<file path="src/rtl/uart_rxd.sv">
// UART 8N1 receiver with 16x oversampling. A two-flop synchronizer feeds a
// tick-driven start/data/stop FSM that emits one-clk valid or framing-error strobes.
module uart_rxd #(
  parameter int unsigned CLK_FREQ   = 100_000_000,
  parameter int unsigned BAUD       = 9600,
  parameter int unsigned OVERSAMPLE = 16
) (
  input  logic       clk,
  input  logic       rst,
  input  logic       rxd_in,
  output logic [7:0] rxd_data_out,
  output logic       rxd_valid,
  output logic       framing_error,
  output logic       busy
);

  localparam int unsigned DIV = CLK_FREQ / (BAUD * OVERSAMPLE);
  localparam int unsigned CW  = (DIV > 1) ? $clog2(DIV) : 1;
  localparam logic [CW-1:0] TICK_MAX = CW'(DIV - 1);

  typedef enum logic [1:0] {S_IDLE, S_START, S_DATA, S_STOP} state_t;

  state_t          r_state, w_state_nx;
  logic            r_sync1, r_sync2, r_prev;
  logic [CW-1:0]   r_tick_cnt;
  logic            w_tick;
  logic [3:0]      r_sample_cnt, w_sample_cnt_nx;
  logic [2:0]      r_bit_idx, w_bit_idx_nx;
  logic [7:0]      r_shift, w_shift_nx;
  logic [7:0]      r_data, w_data_nx;
  logic            r_valid, w_valid_nx;
  logic            r_ferr, w_ferr_nx;

  assign w_tick        = (r_tick_cnt == TICK_MAX);
  assign rxd_data_out  = r_data;
  assign rxd_valid     = r_valid;
  assign framing_error = r_ferr;
  assign busy          = (r_state != S_IDLE);

  always_ff @(posedge clk) begin
    if (rst) begin
      r_sync1      <= 1'b1;
      r_sync2      <= 1'b1;
      r_prev       <= 1'b1;
      r_tick_cnt   <= '0;
      r_state      <= S_IDLE;
      r_sample_cnt <= '0;
      r_bit_idx    <= '0;
      r_shift      <= '0;
      r_data       <= '0;
      r_valid      <= 1'b0;
      r_ferr       <= 1'b0;
    end else begin
      r_sync1      <= rxd_in;
      r_sync2      <= r_sync1;
      r_tick_cnt   <= w_tick ? '0 : r_tick_cnt + 1'b1;
      if (w_tick)
        r_prev     <= r_sync2;
      r_state      <= w_state_nx;
      r_sample_cnt <= w_sample_cnt_nx;
      r_bit_idx    <= w_bit_idx_nx;
      r_shift      <= w_shift_nx;
      r_data       <= w_data_nx;
      r_valid      <= w_valid_nx;
      r_ferr       <= w_ferr_nx;
    end
  end

  // Counters are tested before incrementing, so mid-start lands 8 ticks after detection.
  always_comb begin
    w_state_nx      = r_state;
    w_sample_cnt_nx = r_sample_cnt;
    w_bit_idx_nx    = r_bit_idx;
    w_shift_nx      = r_shift;
    w_data_nx       = r_data;
    w_valid_nx      = 1'b0;
    w_ferr_nx       = 1'b0;
    if (w_tick) begin
      case (r_state)
        S_IDLE: begin
          if (r_prev && !r_sync2) begin
            w_sample_cnt_nx = '0;
            w_state_nx      = S_START;
          end
        end
        S_START: begin
          if (r_sample_cnt == 4'd7) begin
            if (!r_sync2) begin
              w_sample_cnt_nx = '0;
              w_bit_idx_nx    = '0;
              w_state_nx      = S_DATA;
            end else begin
              w_state_nx      = S_IDLE;
            end
          end else begin
            w_sample_cnt_nx = r_sample_cnt + 4'd1;
          end
        end
        S_DATA: begin
          w_sample_cnt_nx = r_sample_cnt + 4'd1;
          if (r_sample_cnt == 4'd15) begin
            w_shift_nx[r_bit_idx] = r_sync2;
            w_bit_idx_nx          = r_bit_idx + 3'd1;
            if (r_bit_idx == 3'd7)
              w_state_nx = S_STOP;
          end
        end
        S_STOP: begin
          w_sample_cnt_nx = r_sample_cnt + 4'd1;
          if (r_sample_cnt == 4'd15) begin
            if (r_sync2) begin
              w_data_nx  = r_shift;
              w_valid_nx = 1'b1;
            end else begin
              w_ferr_nx  = 1'b1;
            end
            w_state_nx = S_IDLE;
          end
        end
        default: w_state_nx = S_IDLE;
      endcase
    end
  end

endmodule
</file>
<file path="config.mk">
export PLATFORM = sky130hd
export DESIGN_NAME = uart_rxd
export DESIGN_NICKNAME = d
export VERILOG_FILES = /design/src/rtl/uart_rxd.sv
export SDC_FILE = /design/constraint.sdc
export NUM_CORES = 1
export LEC_CHECK = 0
export CAP_MARGIN = 20
export CORE_MARGIN = 5
export CORE_UTILIZATION = 50
export CTS_CLUSTER_DIAMETER = 120
export DETAILED_ROUTE_END_ITERATION = 12
export PLACE_DENSITY = 0.67
export SLEW_MARGIN = 10
export SYNTH_ARGS = -nofsm -noshare
export SYNTH_HDL_FRONTEND = slang
export SYNTH_SLANG_ARGS = --single-unit
</file>
<file path="constraint.sdc">
create_clock -name clk -period 2 [get_ports clk]
set_input_delay 0.4 -clock clk [delete_from_list [all_inputs] [get_ports clk]]
set_output_delay 0.4 -clock clk [all_outputs]
set_load 0.02 [all_outputs]
</file>
# [Word-level counts from Yosys, hierarchy flattened]
# Cells that the tools add are included.
[word_totals] wordCells=67 regBits=40 output_inout_bits=11
[op_classes] n_reduce_logical=14 add_sub_neg=3 bitwise_logic=3 n_eq_ne=14 magnitude_cmp=2 mux=20
[ops] op="2-bit 2-to-1 mux" n=6
[ops] op="4-bit 2-to-1 mux" n=3
[ops] op="2-bit != test, second input constant" n=6
[ops] op="4-bit case mux with 3 select lines" n=1
[ops] op="10-bit by 1-bit adder with 10-bit output, second input constant" n=1
[ops] op="10-bit equality test, second input constant" n=1
[ops] op="3-bit 2-to-1 mux" n=3
[ops] op="8-bit bitwise mux" n=1
[ops] op="2-bit case mux with 4 select lines" n=1
[ops] op="3-bit case mux with 2 select lines" n=1
[ops] op="3-bit AND reduction" n=2
[ops] op="6-bit AND reduction" n=1
[ops] op="5-bit AND reduction" n=1
[ops] op="4-bit by 1-bit adder with 4-bit output, second input constant" n=1
[ops] op="2-bit equality test, second input constant" n=2
[ops] op="4-bit by 3-bit equality test with 1-bit output, second input constant" n=1
[ops] op="4-bit equality test, second input constant" n=1
[ops] op="3-bit by 4-bit < comparator with 1-bit output, second input constant" n=1
[ops] op="4-bit AND reduction" n=1
[ops] op="2-bit nonzero test" n=2
[ops] op="2-bit OR reduction" n=2
[ops] op="4-bit OR reduction" n=1
[ops] op="3-bit by 1-bit adder with 3-bit output, second input constant" n=1
[ops] op="1-bit demux with 3-bit select" n=1
[ops] op="other kinds (9)" n=14

# [Depth between registers and ports, before layout]
# Gate-level depths: netlist (run 1).
[logic_depth] word_depth=5 mapped_depth=8 mapped_depth_nobuf=6

# [Least setup slack after synthesis (run 1)]
# No wires, ideal clock.
[synth_path] path_type="register -> register" start="reg r_tick_cnt[0]" end="reg with a tool-made name" t_required_ns=1.879 arrival_time_ns=1.546 path_stages_with_launch=8 slack_ns=0.333 path_buffers=1 path_cell_list="dfxtp_1 inv_1 ha_1 and4bb_4 and3_2 buf_2 nand4_1 mux2_2"
[synth_lines] item="start: declaration" line="25" text="logic [CW-1:0] r_tick_cnt;"
[synth_lines] item="start signal: assignment" line="56" text="r_tick_cnt <= w_tick ? '0 : r_tick_cnt + 1'b1;"

==> run_results.csv, run 1 <==
group,metric,value,unit
outcome,status,"finished, final reports clean",
clock_tree,clkSinkCount,40,
grt,grt_start_max_net_pins,23,
cells_and_area,syn2layout_area_growth,14.79,%
route,post_drt_wl_per_cell,14.43,um
logic_synthesis,avgSynthCellArea,8.770,sq um
pwr,leakage,0.7628,nW
clock_tree,clockRootBuffer,"clkbuf_8",
route,route.detailed.drc,0,
die,fp.dieH,71.98,um
setup_path,timing.rr.start,"r_tick_cnt[0]",
logic_synthesis,yosysTopAreaCell,"dfxtp_1",
route,drt_iter0_drc,86,
sta,max_freq,545.1,MHz
logic_synthesis,synth_edf_count,0,
logic_synthesis,synthCells,219,
logic_synthesis,netlist.area_leader.share,0.4169,
clock_tree,postCtsHoldBufs,0,
setup_path,crit_type,"register to output port",
die,die_area,5180,sq um
sta,rsz0062_at_grt,"false",
grt,overflow,0,
logic_synthesis,synth.area.top_cells,"dfxtp_1 (42%), o21ai_0 (6.3%), a21oi_1 (6.0%), nand4_1 (5.5%), nand3_1 (3.6%)",
sta,fin_crit_sh,0.9173,
sta,tightest_slew,0.4914,ns
cells_and_area,antenna_cells,0,
setup_path,cp.arrival,1.43,ns
logic_synthesis,ys_ff_latch,40,
logic_synthesis,yosys_most_used_dff,"dfxtp_1",
logic_synthesis,seq_area_frac_synth,0.4169,
clock_tree,cts_resized,0,
sta,clock-skew-final,0.003759,ns
cells_and_area,mostFrequentLayoutCell,"dfxtp_1",
grt,antenna_found_initial,0,
clock_tree,clockBufferDepth,2,
setup_path,startpoint_type,"register",
setup_path,critPathMaxFanout,3,
sta,slew-limit-headroom,0.6724,
die,io_pins,14,
pwr,power_density,701.8,nW/um^2
clock_tree,cts_made_buffers,5,
setup_path,endpoint_kind,"output port",
setup_path,crit_chain,"nor2_1, inv_1, clkdlybuf4s50_1",
cells_and_area,final_cell_mix,"dfxtp_1 (40), o21ai_0 (24), a21oi_1 (23)",
die,num_rows,22,
setup_path,critical_path.max_stage_delay,0.55,ns
flow_run,maxCapViolations,0,
grt,first_global_vias,1653,
setup_path,cp_slowest_cell,"clkdlybuf4s50_1",
route,first_pass_iters,4,
pwr,vdd_drop_max,0.4190,mV
placement,routabilityCongestion,0.7884,
placement,dp_hpwl,2793,um
clock_tree,cts_tree,"done",
die,start_util,0.5207,
pwr,finalPower,1.547,mW
placement,io_buffers,13,
logic_synthesis,synthesis.area,1921,sq um
clock_tree,cts.clk_slew.worst_paths,0.07,ns
sta,period_needed,1.835,ns
sta,setup_tns,0,ns
grt,grt_pass1_wl,7189,um
setup_path,crit_buf_inv,2,
setup_path,worstPathRequired,1.60,ns
sta,slew_viol_final,0,
clock_tree,htreeDepth,2,
die,design.core.area,3689,sq um
hold_path,hold_start,"r_sync1",
cells_and_area,drive_above_1_share,0.1111,
sta,setup_viol,0,
logic_synthesis,ys_types,48,
setup_path,cp_top_family,"buffers and inverters",
route,finalWirelength,4068,um
route,ant_nets,0,
cells_and_area,nets,241,
logic_synthesis,synth_nets,227,
logic_synthesis,synth_async_sr_flop_share,0,
hold_path,hp-class,"register to register",
clock_tree,cts_setup_buffers,0,
logic_synthesis,synth_warnings,0,
die,chipWidth,71.98,um
route,vias,1667,
grt,grt_usage,0.1704,
sta,hold_viol,0,
route,vias_per_cell,5.911,
clock_tree,clock_latency,0.29,ns
## power breakdown
part	switching (mW)	internal [mW]
Clock	0.259	0.440
Sequential	0.00721	0.803
Combinational	0.0227	0.0151
## per-layer routing
metal,wire length (um),GRT usage,vias up
li1,-,-,830
met1,1873,0.2051,798
met2,1979,0.2929,32
met3,159,0.03186,7
met4,55,0.07933,0
met5,0,0,-
## worst reg2reg max path: cells and delay by family, from the launching register on
| kind | cells | cell delay [ns] |
|---|---|---|
| buffers and inverters | 1 | 0.07 |
| AND/OR/NAND/NOR | 3 | 1.03 |
| flip-flops | 1 | 0.35 |
| adder cells (fa/ha/maj) | 1 | 0.14 |
| AO/OA/AOI/OAI | 1 | 0.16 |
## path summary, 6_finish.rpt
kind	end	slack [ns]	depth (start not counted)
hold reg to reg	r_sync2	0.41	1
hold / removal	r_sync2	0.41	1
setup reg to reg	r_sample_cnt[0]	0.18	6
setup / recovery	busy	0.17	3
## cells in the mapped netlist, types with 2 or more instances
| cell type | instances |
|---|---|
| clkbuf_8 | 2 |
| nand4_1 | 17 |
| buf_4 | 2 |
| nand3_1 | 14 |
| nand4b_1 | 3 |
| nor4_1 | 2 |
| inv_1 | 8 |
| o21ai_0 | 24 |
| buf_2 | 3 |
| nor3b_1 | 3 |
| xnor2_1 | 6 |
| o211ai_1 | 2 |
| ha_1 | 5 |
| nor2b_1 | 2 |
| nor3_1 | 6 |
| dfxtp_1 | 40 |
| xor2_1 | 2 |
| nand2_1 | 5 |
| or2_2 | 2 |
| nand3b_1 | 3 |
| and2b_2 | 2 |
| nor2_1 | 14 |
| clkbuf_1 | 5 |
| a21oi_1 | 23 |
## registers in the layout, summed over array words and instances, names as in the netlist, named ones only
| signal | flops |
|---|---|
| r_shift | 8 |
| r_tick_cnt | 10 |
| r_bit_idx | 3 |
| r_sample_cnt | 4 |
| rxd_valid | 1 |
| r_sync2 | 1 |
| framing_error | 1 |
| r_sync1 | 1 |
| rxd_data_out | 8 |
| r_state | 1 |
| r_prev | 1 |
## metrics by stage
step | hold WS [ns] | cell area (sq um) | setup slack, ns | std cells | util
5_1_grt | 0.4277 | 2205 | 0.05794 | 282 | 0.5977
3_3_place_gp | 0.3928 | 2078 | 0.2678 | 274 | 0.5634
2_1_floorplan | 0.3895 | 1921 | 0.3330 | 219 | -
6_report | 0.4104 | 2205 | 0.1654 | 282 | 0.5977
4_1_cts | 0.4136 | 2205 | 0.1630 | 282 | 0.5977
3_5_place_dp | 0.3956 | 2078 | 0.2029 | 274 | 0.5634
## cell families after synthesis
family	synth area share
muxes	0.005863
adders and majority gates	0.03257
buffers and inverters	0.05993
and+or+nand+nor	0.2893
xor gates and xnor gates	0.03648
AOI/OAI and AO/OA	0.1590
DFF	0.4169
## cell type report
type	count	area, sq um
fill	324	1484
multi-input combinational	158	1005
sequential	40	800.8
timing repair buffer	20	182.7
clock buffer	7	96.34
tap	48	60.06
clock inverter	1	30.03
inverter	8	30.03
(Power assumes the default switching activity.)
==> run 2: changes to the inputs <==
--- a/config.mk
+++ b/config.mk
@@ -10,7 +10,8 @@
 export CORE_UTILIZATION = 50
 export CTS_CLUSTER_DIAMETER = 120
 export DETAILED_ROUTE_END_ITERATION = 12
-export PLACE_DENSITY = 0.67
+export DONT_BUFFER_PORTS = 1
+export PLACE_DENSITY = 0.62
 export SLEW_MARGIN = 10
 export SYNTH_ARGS = -nofsm -noshare
 export SYNTH_HDL_FRONTEND = slang
==> constraint.sdc (replaced) <==
create_clock -name clk -period 2.2 [get_ports clk]
set_input_delay 0.44 -clock clk [delete_from_list [all_inputs] [get_ports clk]]
set_output_delay 0.44 -clock clk [all_outputs]
set_load 0.02 [all_outputs]
==> run 2 against run 1 <==
Net effect: critical endpoint is now r_sample_cnt[1]; count of clock-buffer cells in the layout grew 1; critical path type is now register to register; largest power group unchanged; critical path depth grew 3; highest routed layer unchanged; via count shrank 3.9%.
==> run_results.csv, run 2 (synthesis gave the netlist of run 1 again) <==
group,metric,value,unit
pwr,vdd_drop_max,0.3503,mV
grt,grt_pass1_wl,7065,um
grt,overflow,0,
clock_tree,clockBufferDepth,2,
pwr,finalPower,1.238,mW
sta,setup_viol,0,
grt,grt_usage,0.1725,
grt,antenna_found_initial,0,
die,fp.dieH,71.98,um
route,ant_nets,0,
hold_path,hp-class,"primary input to register",
route,drt_iter0_drc,118,
die,chipWidth,71.98,um
pwr,power_density,616.7,nW/um^2
die,design.core.area,3689,sq um
route,finalWirelength,4056,um
sta,rsz0062_at_grt,"false",
clock_tree,cts_tree,"done",
flow_run,maxCapViolations,0,
setup_path,crit_start,"r_tick_cnt[0]",
sta,clock-skew-final,0.006300,ns
placement,io_buffers,0,
clock_tree,clock_latency,0.29,ns
clock_tree,cts_made_buffers,5,
clock_tree,cts_resized,0,
clock_tree,clockRootBuffer,"clkbuf_8",
setup_path,critPathMaxFanout,17,
die,io_pins,14,
cells_and_area,final_cell_count_no_fill,265,
sta,tightest_slew,0.5822,ns
die,start_util,0.5207,
sta,timing.hold.ws,0.2138,ns
outcome,status,"finished, final reports clean",
route,first_pass_iters,4,
sta,timing.final.ws_setup,0.3878,ns
clock_tree,clkSinkCount,40,
cells_and_area,mostFrequentLayoutCell,"dfxtp_1",
route,vias_per_cell,6.045,
sta,slew_viol_final,0,
clock_tree,htreeDepth,2,
hold_path,hold_start,"rst",
setup_path,crit_type,"register to register",
grt,first_global_vias,1552,
sta,period_needed,1.812,ns
setup_path,cp.arrival,2.04,ns
sta,max_freq,551.8,MHz
sta,slew-limit-headroom,0.6113,
placement,routabilityCongestion,0.8195,
clock_tree,cts.clk_slew.worst_paths,0.07,ns
cells_and_area,syn2layout_area_growth,4.560,%
clock_tree,cts_setup_buffers,0,
cells_and_area,final_cell_mix,"dfxtp_1 (40), o21ai_0 (24), a21oi_1 (23)",
placement,pre_cts_slack,0.3960,ns
route,route.detailed.drc,0,
clock_tree,postCtsHoldBufs,0,
pwr,leakage,0.6793,nW
cells_and_area,nets,224,
sta,hold_viol,0,
route,post_drt_wl_per_cell,15.31,um
setup_path,endpoint_kind,"register",
setup_path,worstPathRequired,2.42,ns
cells_and_area,top_register,"r_tick_cnt",
die,die_area,5180,sq um
cells_and_area,antenna_cells,0,
setup_path,timing.rr.start,"r_tick_cnt[0]",
route,vias,1602,
die,num_rows,22,
setup_path,startpoint_type,"register",
cells_and_area,largest_reg_flops,10,
placement,dp_hpwl,2863,um
sta,fin_crit_sh,0.8237,
cells_and_area,drive_above_1_share,0.09217,
grt,grt_start_max_net_pins,32,
placement,dp_cells,257,
sta,setup_tns,0,ns
==> run 2: cell count changes in the layout (fill, tap and decap cells not counted), sizes merged <==
cell | previous run | this run
clkbuf | 7 | 8
bufinv | 1 | 0
buf | 7 | 3
clkdlybuf4s50 | 13 | 0
==> run 2: final timing paths <==
path	to	slack, ns	cells past startpoint
hold / removal	r_sample_cnt[1]	0.21	1
hold reg to reg	r_sync2	0.41	1
setup reg to reg	r_sample_cnt[1]	0.39	6
setup / recovery	r_sample_cnt[1]	0.39	6
==> run 2: per-layer routing <==
| metal | track usage | up-vias | routed length (um) |
|---|---|---|---|
| met5 | 0 | - | 0 |
| met2 | 0.2857 | 26 | 1949 |
| met3 | 0.04848 | 8 | 163 |
| li1 | - | 796 | - |
| met1 | 0.2017 | 772 | 1861 |
| met4 | 0.09186 | 0 | 81 |
==> run 2: per-stage QoR <==
step                utilization  instance area (sq um)
finish                   0.5444                   2008
global route             0.5444                   2008
CTS                      0.5444                   2008
detailed placement       0.5200                   1918
global placement         0.5200                   1918
floorplan                     -                   1921
==> run 2: critical path, cell delays in order, from the launching register on <==
cell,delay (ns)
dfxtp_1,0.35
inv_1,0.07
ha_1,0.14
and4bb_4,0.29
nand3_4,0.20
or4b_1,0.57
a21oi_1,0.14
==> run 2: power breakdown <==
group	internal [mW]	switching, mW	leakage [nW]
clock	0.255	0.227	0.0455
combinational	0.00754	0.00956	0.311
sequential	0.730	0.00911	0.323
total	0.993	0.245	0.679
==> run 2: layout make-up <==
class | count | area, sq um
multi-input combinational | 158 | 1005
tap | 48 | 60.06
clock buffer | 8 | 90.09
timing repair buffer | 3 | 22.52
sequential | 40 | 800.8
inverter | 8 | 30.03
fill | 367 | 1680
==> run 3: changes to the inputs <==
--- a/config.mk
+++ b/config.mk
@@ -11,7 +11,7 @@
 export CTS_CLUSTER_DIAMETER = 120
 export DETAILED_ROUTE_END_ITERATION = 12
 export DONT_BUFFER_PORTS = 1
-export PLACE_DENSITY = 0.62
+export PLACE_DENSITY = 0.65
 export SLEW_MARGIN = 10
 export SYNTH_ARGS = -nofsm -noshare
 export SYNTH_HDL_FRONTEND = slang
==> constraint.sdc (replaced) <==
create_clock -name clk -period 1.6 [get_ports clk]
set_input_delay 0.32 -clock clk [delete_from_list [all_inputs] [get_ports clk]]
set_output_delay 0.32 -clock clk [all_outputs]
set_load 0.02 [all_outputs]
==> run 3 against run 2 <==
Net effect: the run now ends with setup timing left; hold slack worse by 0.13 ns; routed wire length up 7.5%; clock skew up 0.0015 ns; flip-flop and latch count unchanged; largest cell class unchanged; critical path type unchanged; largest power group unchanged; register-to-register slack worse by 0.39 ns; clock power up 70%; utilization up 7.1 points; sequential power up 37%.
==> run_results.csv, run 3 (synthesis gave the netlist of run 1 again) <==
group,metric,value,unit
setup_path,cp_slowest_cell,"or4b_1",
setup_path,startpoint_type,"register",
route,post_drt_wl_per_cell,15.19,um
cells_and_area,multi_input_area,1061,sq um
cells_and_area,num-fill-cells,337,
outcome,status,"complete, but fails checks",
cells_and_area,final_util,0.6150,
pwr,finalPower,1.874,mW
placement,io_buffers,0,
route,vias,1701,
sta,timing.final.ws_setup,-0.006636,ns
cells_and_area,mostFrequentLayoutCell,"dfxtp_1",
grt,met2_usage,0.2898,
clock_tree,cts_tree,"done",
flow_run,maxCapViolations,0,
sta,timing.hold.ws,0.08611,ns
pwr,leakage,0.8060,nW
sta,fin_crit_sh,1.004,
route,vias_per_cell,5.927,
pwr,vdd_drop_max,0.5700,mV
cells_and_area,nets,246,
die,design.core.area,3689,sq um
grt,grt_start_max_net_pins,32,
sta,tightest_slew,0.3002,ns
sta,period_needed,1.607,ns
sta,setup_viol,1,
placement,pre_cts_slack,-0.001039,ns
sta,hold_viol,0,
grt,grt_util_met3,0.04709,
cells_and_area,syn2layout_area_growth,18.11,%
setup_path,endpoint_kind,"register",
clock_tree,clockRootBuffer,"clkbuf_8",
cells_and_area,top_register,"r_tick_cnt",
sta,slew-limit-headroom,0.7980,
grt,grt_pass1_wl,7265,um
setup_path,critPathMaxFanout,4,
grt,grt_usage,0.1744,
cells_and_area,final_cell_mix,"dfxtp_1 (36), buf_4 (24), a21oi_1 (22)",
die,num_rows,22,
placement,place_area,2086,sq um
cells_and_area,largest_reg_flops,10,
sta,clock-skew-final,0.007843,ns
cells_and_area,fin_area,2268,sq um
sta,rsz0062_at_grt,"true",
hold_path,worstHoldPathCells,1,
route,first_pass_iters,4,
cells_and_area,drive_above_1_share,0.2427,
clock_tree,clkSinkCount,40,
route,drt_iter0_drc,129,
grt,overflow,0,
grt,gr-usage-met1,0.2246,
placement,dp_cells,277,
placement,routabilityCongestion,0.8550,
sta,max_freq,622.4,MHz
setup_path,cp.arrival,1.84,ns
clock_tree,clockBufferDepth,2,
route,route.detailed.drc,0,
die,die_area,5180,sq um
setup_path,critical_path.max_stage_delay,0.53,ns
cells_and_area,ff_latch_area,805.8,sq um
route,ant_nets,0,
route,finalWirelength,4360,um
sta,slew_viol_final,0,
cells_and_area,antenna_cells,0,
hold_path,hp-class,"primary input to register",
sta,setup_tns,-0.006636,ns
grt,first_global_vias,1526,
clock_tree,cts.clk_slew.worst_paths,0.08,ns
clock_tree,clock_latency,0.29,ns
grt,antenna_found_initial,0,
clock_tree,cts_made_buffers,5,
die,fp.dieH,71.98,um
setup_path,rr_worst_depth,6,
die,io_pins,14,
clock_tree,htreeDepth,2,
pwr,power_density,826.2,nW/um^2
setup_path,crit_chain,"inv_2, ha_4, and4bb_4, nand3_4, or4b_1, a21oi_1",
setup_path,crit_type,"register to register",
placement,dp_hpwl,3072,um
grt,top_usage_layer,"met2",
die,chipWidth,71.98,um
outcome,violations,"setup timing",
cells_and_area,final_cell_count_no_fill,287,
die,start_util,0.5207,
setup_path,worstPathRequired,1.83,ns
## run 3: where the power goes
part | internal (mW) | switching (mW)
combinational | 0.0214 | 0.0226
sequential | 1.00 | 0.00815
clock | 0.461 | 0.356
total | 1.49 | 0.387
## run 3: timing repair
| action | in CTS | in global routing |
|---|---|---|
| hold buffers | 0 | 0 |
| gates cloned | 0 | 0 |
| hold endpoints to repair | 0 | 0 |
| pin swaps | 3 | 7 |
| setup endpoints to repair | 2 | 32 |
| buffers inserted | 0 | 2 |
| gates resized for setup | 0 | 24 |
## run 3: final timing paths
path | start | to | slack, ns
worst min register to register | r_sync1 | r_sync2 | 0.41
worst max register to register | r_tick_cnt[0] | r_sample_cnt[1] | -0.007
worst max-delay path | r_tick_cnt[0] | r_sample_cnt[1] | -0.007
worst min-delay path | rst | r_bit_idx[0] | 0.09
## run 3: critical path, delay by kind of cell, from the launching register on
kind | cells | cell delay, ns
AND/OR/NAND/NOR | 3 | 0.89
flip-flops | 1 | 0.33
AO/OA/AOI/OAI | 1 | 0.14
adder cells (fa/ha/maj) | 1 | 0.12
buffers and inverters | 1 | 0.06
## run 3: area by class of cell
type | count | area share
Multi-Input combinational cell | 158 | 0.4677
Sequential cell | 40 | 0.3552
Timing Repair Buffer | 25 | 0.08825
Clock buffer | 5 | 0.03034
Tap cell | 48 | 0.02648
Clock inverter | 3 | 0.01875
Inverter | 8 | 0.01324
## run 3: layer usage
metal / routed length [um] / part of all wire
met2: 2098 / 0.48
met1: 1991 / 0.46
met4: 53 / 0.012
met3: 217 / 0.050
met5: 0 / 0
